--- src/rtl/fb_id_ex_reg_pkg.sv ---
// Shared types for the Firebird ID/EX stage: register-index width, ALU class
// encodings and the bit ordering of the decode control bundle.
package fb_id_ex_reg_pkg;

    localparam int REG_IDX_W = 5;
    localparam int FUNCT_W   = 4;
    localparam int ALU_OP_W  = 2;

    typedef enum logic [ALU_OP_W-1:0] {
        ALU_OP_LDST   = 2'b00,
        ALU_OP_BRANCH = 2'b01,
        ALU_OP_R      = 2'b10,
        ALU_OP_IARITH = 2'b11
    } alu_op_e;

    // MSB-first order matches the {alu_src ... jalr_en} port listing
    typedef struct packed {
        logic alu_src;
        logic alu_res_src;
        logic mem_read;
        logic mem_write;
        logic branch;
        logic mem_to_reg;
        logic reg_write;
        logic jalr_en;
    } ctrl_t;

    localparam ctrl_t CTRL_NOP = '0;

endpackage

--- src/rtl/fb_id_ex_reg_hazard_detect.sv ---
// Load-use hazard compare: a load sitting in EX whose destination feeds either
// source index of the instruction currently in ID.
module fb_hazard_detect
    import fb_id_ex_reg_pkg::*;
(
    input  logic                 i_ex_valid,
    input  logic                 i_ex_mem_read,
    input  logic [REG_IDX_W-1:0] i_ex_rd,
    input  logic                 i_id_valid,
    input  logic [REG_IDX_W-1:0] i_id_rs1,
    input  logic [REG_IDX_W-1:0] i_id_rs2,
    output logic                 o_load_use
);

    logic w_rd_nonzero;
    logic w_src_match;

    // rs2 is compared even for I-type; the occasional spurious stall is tolerated
    assign w_rd_nonzero = (i_ex_rd != '0);
    assign w_src_match  = (i_ex_rd == i_id_rs1) | (i_ex_rd == i_id_rs2);
    assign o_load_use   = i_ex_valid & i_ex_mem_read & w_rd_nonzero & i_id_valid & w_src_match;

endmodule

--- src/rtl/fb_id_ex_reg.sv ---
// ID/EX pipeline register with load-use stall/bubble insertion, flush and
// downstream hold handling, plus a saturating bubble counter.
module fb_id_ex_reg
    import fb_id_ex_reg_pkg::*;
#(
    parameter int XLEN  = 32,
    parameter int PC_W  = 32,
    parameter int CNT_W = 16
) (
    input  logic                 clk,
    input  logic                 rst,
    input  logic                 id_valid,
    input  logic [PC_W-1:0]      id_pc,
    input  logic [XLEN-1:0]      id_rs1_data,
    input  logic [XLEN-1:0]      id_rs2_data,
    input  logic [XLEN-1:0]      id_imm,
    input  logic [REG_IDX_W-1:0] id_rs1,
    input  logic [REG_IDX_W-1:0] id_rs2,
    input  logic [REG_IDX_W-1:0] id_rd,
    input  logic [FUNCT_W-1:0]   id_funct,
    input  logic [ALU_OP_W-1:0]  id_alu_op,
    input  logic                 id_alu_src,
    input  logic                 id_alu_res_src,
    input  logic                 id_mem_read,
    input  logic                 id_mem_write,
    input  logic                 id_branch,
    input  logic                 id_mem_to_reg,
    input  logic                 id_reg_write,
    input  logic                 id_jalr_en,
    input  logic                 flush,
    input  logic                 ex_hold,
    output logic                 ex_valid,
    output logic [PC_W-1:0]      ex_pc,
    output logic [XLEN-1:0]      ex_rs1_data,
    output logic [XLEN-1:0]      ex_rs2_data,
    output logic [XLEN-1:0]      ex_imm,
    output logic [REG_IDX_W-1:0] ex_rs1,
    output logic [REG_IDX_W-1:0] ex_rs2,
    output logic [REG_IDX_W-1:0] ex_rd,
    output logic [FUNCT_W-1:0]   ex_funct,
    output logic [ALU_OP_W-1:0]  ex_alu_op,
    output logic                 ex_alu_src,
    output logic                 ex_alu_res_src,
    output logic                 ex_mem_read,
    output logic                 ex_mem_write,
    output logic                 ex_branch,
    output logic                 ex_mem_to_reg,
    output logic                 ex_reg_write,
    output logic                 ex_jalr_en,
    output logic                 stall,
    output logic [CNT_W-1:0]     bubble_cnt
);

    function automatic logic [CNT_W-1:0] sat_inc(input logic [CNT_W-1:0] v);
        return (&v) ? v : v + 1'b1;
    endfunction

    logic                 r_valid;
    logic [PC_W-1:0]      r_pc;
    logic [XLEN-1:0]      r_rs1_data;
    logic [XLEN-1:0]      r_rs2_data;
    logic [XLEN-1:0]      r_imm;
    logic [REG_IDX_W-1:0] r_rs1;
    logic [REG_IDX_W-1:0] r_rs2;
    logic [REG_IDX_W-1:0] r_rd;
    logic [FUNCT_W-1:0]   r_funct;
    logic [ALU_OP_W-1:0]  r_alu_op;
    ctrl_t                r_ctrl;
    logic [CNT_W-1:0]     r_bubble_cnt;

    ctrl_t w_id_ctrl;
    logic  w_load_use;
    logic  w_bubble;

    assign w_id_ctrl = {id_alu_src, id_alu_res_src, id_mem_read, id_mem_write,
                        id_branch, id_mem_to_reg, id_reg_write, id_jalr_en};

    fb_hazard_detect u_hazard (
        .i_ex_valid    (r_valid),
        .i_ex_mem_read (r_ctrl.mem_read),
        .i_ex_rd       (r_rd),
        .i_id_valid    (id_valid),
        .i_id_rs1      (id_rs1),
        .i_id_rs2      (id_rs2),
        .o_load_use    (w_load_use)
    );

    // A hold masks load-use, but a flush overrides the hold
    assign w_bubble = flush | (~ex_hold & w_load_use);
    assign stall    = w_load_use | ex_hold;

    always_ff @(posedge clk) begin
        if (rst) begin
            r_valid      <= 1'b0;
            r_ctrl       <= CTRL_NOP;
            r_pc         <= '0;
            r_rs1_data   <= '0;
            r_rs2_data   <= '0;
            r_imm        <= '0;
            r_rs1        <= '0;
            r_rs2        <= '0;
            r_rd         <= '0;
            r_funct      <= '0;
            r_alu_op     <= '0;
            r_bubble_cnt <= '0;
        end else if (w_bubble) begin
            // Data fields are left stale; only validity and control are killed
            r_valid      <= 1'b0;
            r_ctrl       <= CTRL_NOP;
            r_bubble_cnt <= sat_inc(r_bubble_cnt);
        end else if (!ex_hold) begin
            r_valid    <= id_valid;
            r_ctrl     <= id_valid ? w_id_ctrl : CTRL_NOP;
            r_pc       <= id_pc;
            r_rs1_data <= id_rs1_data;
            r_rs2_data <= id_rs2_data;
            r_imm      <= id_imm;
            r_rs1      <= id_rs1;
            r_rs2      <= id_rs2;
            r_rd       <= id_rd;
            r_funct    <= id_funct;
            r_alu_op   <= id_alu_op;
        end
    end

    assign ex_valid       = r_valid;
    assign ex_pc          = r_pc;
    assign ex_rs1_data    = r_rs1_data;
    assign ex_rs2_data    = r_rs2_data;
    assign ex_imm         = r_imm;
    assign ex_rs1         = r_rs1;
    assign ex_rs2         = r_rs2;
    assign ex_rd          = r_rd;
    assign ex_funct       = r_funct;
    assign ex_alu_op      = r_alu_op;
    assign ex_alu_src     = r_ctrl.alu_src;
    assign ex_alu_res_src = r_ctrl.alu_res_src;
    assign ex_mem_read    = r_ctrl.mem_read;
    assign ex_mem_write   = r_ctrl.mem_write;
    assign ex_branch      = r_ctrl.branch;
    assign ex_mem_to_reg  = r_ctrl.mem_to_reg;
    assign ex_reg_write   = r_ctrl.reg_write;
    assign ex_jalr_en     = r_ctrl.jalr_en;
    assign bubble_cnt     = r_bubble_cnt;

endmodule

--- config.mk ---
export PLATFORM = sky130hd
export DESIGN_NAME = fb_id_ex_reg
export DESIGN_NICKNAME = d
export VERILOG_FILES = /design/src/rtl/fb_id_ex_reg_pkg.sv /design/src/rtl/fb_id_ex_reg_hazard_detect.sv /design/src/rtl/fb_id_ex_reg.sv
export SDC_FILE = /design/constraint.sdc
export NUM_CORES = 1
export LEC_CHECK = 0
export CAP_MARGIN = 5
export CORE_AREA = 2 2 131 133
export DETAILED_ROUTE_END_ITERATION = 10
export DIE_AREA = 0 0 133 135
export GPL_ROUTABILITY_DRIVEN = 0
export PLACE_DENSITY = 0.8
export SETUP_SLACK_MARGIN = 0.5
export SKIP_CTS_REPAIR_TIMING = 1
export SLEW_MARGIN = 25
export SYNTH_ARGS = -nofsm -noshare
export SYNTH_HDL_FRONTEND = slang
export SYNTH_HIERARCHICAL = 1
export SYNTH_SLANG_ARGS = --single-unit
--- constraint.sdc ---
create_clock -name clk -period 6.9 [get_ports clk]
set_clock_uncertainty 0.1 [all_clocks]
set_input_delay 1.035 -clock clk [delete_from_list [all_inputs] [get_ports clk]]
set_output_delay 1.035 -clock clk [all_outputs]
set_load 0.02 [all_outputs]
==> results.md <==
- WL final: 20600 um
- CTS tree: yes
- Status: completed
- Final hold viol count: 0
- Crit path DAT: 3.17 ns
- Routed WL per cell: approximately 15 um
- Post-synth top area share: 54.0%
- Reg2reg setup slack: 3.51 ns
- Pin count of the biggest net entering global routing: 87
- Clock tree root driver cell: clkbuf_16
- Hold path cells: 2
- Mean Syn Cell Area: 8.12 um^2
- Kind of critical path: in -> out
- Final Slew Violations: 0
- Sw Pwr: 607 uW
- Tcrit/Tclk final: 62.4%
- Detailed-router iteration count before antenna repair: 5
- Worst hold endpoint: ex_rs1_data[21]
- Congestion Overflow GR: 0
- First-pass GRT wire length: 32000 um
- Fraction of layout cells with a size suffix above 1: between 4 and 5%
- F_max: between 200 and 250 MHz
- Clk_lat worst skew: approximately 0.42 ns
- Switching portion of total power: 25.5%
- Row cnt: 47
- Total negative slack: 0 ns
- IO Count: 337
- Internal Power: 1.78 mW
- Syn Inst Count: 795
- Sequential share of power: between 40% and 50%
- Area Growth Syn to Fin: 62.1%
- CP endpoint kind: output pin
- CP Launch Type: input port
- Post-Layout Cell Count: about 1.3k
- Clock power share: roughly two fifths
- Power Density: 228 mW/mm^2
- Sequential area share after synthesis: between 50 and 60%
- CTS Buffer Depth: 2
- Nets: 1262
- Final setup vio count: 0
- # diodes: 0
- Vias in the first global route: 6220
- CP required: around 5.8 ns
- Initial Util: 39.3%
- Actual slew at the worst max-slew pin: about 0.92 ns
- Sinks on Clock Net: between 150 and 200
- Top cells by area, synth: dfxtp_1, nand2_1, a21oi_1
- Crit-path cells: clkdlybuf4s50_1 > xor2_1 > nor3_1 > nand3_1 > a21oi_1 > or2_1 > clkdlybuf4s50_1
- Hold wc startpoint: ex_rs1_data[21]
- Reg-to-reg critical path endpoint: ex_rs1[3]
- Max stage delay on crit path: 0.64 ns
- DRC: 0
- Port bufs: 336
- RSZ-0062 raised after global routing: no
- Most frequent cells after synthesis: nand2_1, dfxtp_1, a21oi_1
- Initial antenna violation count: 0
- Tmin final: 4.30 ns
- Synth area leader: dfxtp_1
- Final antenna-violating net count: 0
- Slowest cell on crit path: clkdlybuf4s50_1
- Part of the power in combinational logic: about 14%
- Worst Hold Class: reg -> reg
- Inst Count DP: 1300
- Yosys reg bits: 174
- Most used cell, CP: clkdlybuf4s50_1
- Asr flop ratio synth: 0%
- Vias per cell: 4.89
- Crit Path Max Fanout: 4
- Design Power: 2.38 mW
- Worst r2r path cells: 8
- Leakage power: about 3.7 nW
- RR Startpoint: ex_rd[4]
- Synth cell types: 46
- Max rail drop VDD: 173 uV
- H-tree Lvls: 4
- Slew margin rel.: 38.8%
- Synth warnings: 6
- Routed via count: 6515
- Full die area: ~0.018 mm^2
- Cell with the most instances after synthesis: nand2_1
- Die Y: approximately 140 um
- Overall Global Routing Usage: 22.3%
- Max-Cap Viols: 0
- Syn Nets: 958
- Initial drt markers: ~300
- Main synth FF type: dfxtp_1
- CTS Buf Count: 17
- Dpl hpwl: 14400 um
- Mapped Area: between 0.006 and 0.007 mm^2
- Die Wd: 133 um
- Total core area: 0.0164 mm^2
- Fill count: 1373
- Clk slew on worst S/H paths: 0.07 ns
- Post-synth EDFFs: 0
[how the worst max path moves through the flow]
stage               startpoint    end  slack [ns]  cells past startpoint
floorplan            id_rs1[0]  stall        3.89                      5
global placement     id_rs2[2]  stall        2.67                      7
detailed placement   id_rs2[2]  stall        2.63                      7
CTS                  id_rs1[0]  stall        2.61                      7
global route         id_rs2[0]  stall        2.44                      7
finish               id_rs2[2]  stall        2.60                      7
[worst max-delay path: cells and delay by family]
| kind | cells | cell delay, ns |
|---|---|---|
| buffers and inverters | 2 | 1.08 |
| AND/OR/NAND/NOR | 3 | 0.61 |
| AO/OA/AOI/OAI | 1 | 0.30 |
| XOR/XNOR | 1 | 0.15 |
[cells by family after synthesis]
family / after synthesis / share of synthesized area, %
DFF: 174 / 54.0
AOI/OAI and AO/OA: 194 / 17.0
adders and majority gates: 1 / 0.194
and+or+nand+nor: 354 / 22.7
muxes: 2 / 0.330
xor gates and xnor gates: 10 / 1.36
buffers and inverters: 60 / 4.46
[through the flow]
stage	area [um^2]	setup WS, ns	hold WS [ns]	utilization, %
after floorplan	6450	3.89	0.432	-
after global placement	9870	2.67	0.340	60.1
after detailed placement	9870	2.63	0.346	60.1
after CTS	10500	2.61	0.354	63.7
after global routing	10500	2.44	0.369	63.7
final	10500	2.60	0.352	63.7
[power by group through the flow]
stage	clock [mW]	sequential (mW)	combinational, mW
2_1_floorplan	0	1.14	0.0948
3_3_place_gp	0	1.09	0.340
3_5_place_dp	0	1.09	0.343
4_1_cts	0.992	1.07	0.345
5_1_grt	1.03	1.07	0.368
6_report	0.970	1.07	0.342
[metal layers]
metal / up-vias / part of all wire (%) / GRT usage [%]
li1: 3236 / - / -
met1: 2988 / 40 / 26.5
met2: 245 / 49 / 37.5
met3: 46 / 7.6 / 6.46
met4: 0 / 3.1 / 10.2
met5: - / 0 / 0
[cells in the final DEF (no fill, tap or decap), types with 2 or more instances in the layout]
master,instances
clkdlybuf4s50_1,335
nand2_1,302
dfxtp_1,174
a21oi_1,161
clkbuf_16,17
nor2_1,14
a22oi_1,8
or4_1,7
o31ai_1,6
nor3_1,6
buf_4,6
xor2_1,6
nand3_1,5
o21ai_0,5
inv_6,5
inv_1,4
or3_1,4
xnor2_1,4
clkinv_4,3
a211oi_1,2
o21ai_1,2
and4_1,2
nor2b_1,2
o2111ai_1,2
clkinvlp_4,2
bufinv_16,2
[area by class of cell]
cell class                 count  area, um^2  share of cell area [%]
clock buffer                  19         443                    4.23
clock inverter                13         150                    1.44
inverter                       4        15.0                   0.144
multi-input combinational    561        2690                    25.8
sequential                   174        3480                    33.3
tap                          220         275                    2.63
timing repair buffer         341        3400                    32.5
Power figures use the tool's default switching activity.
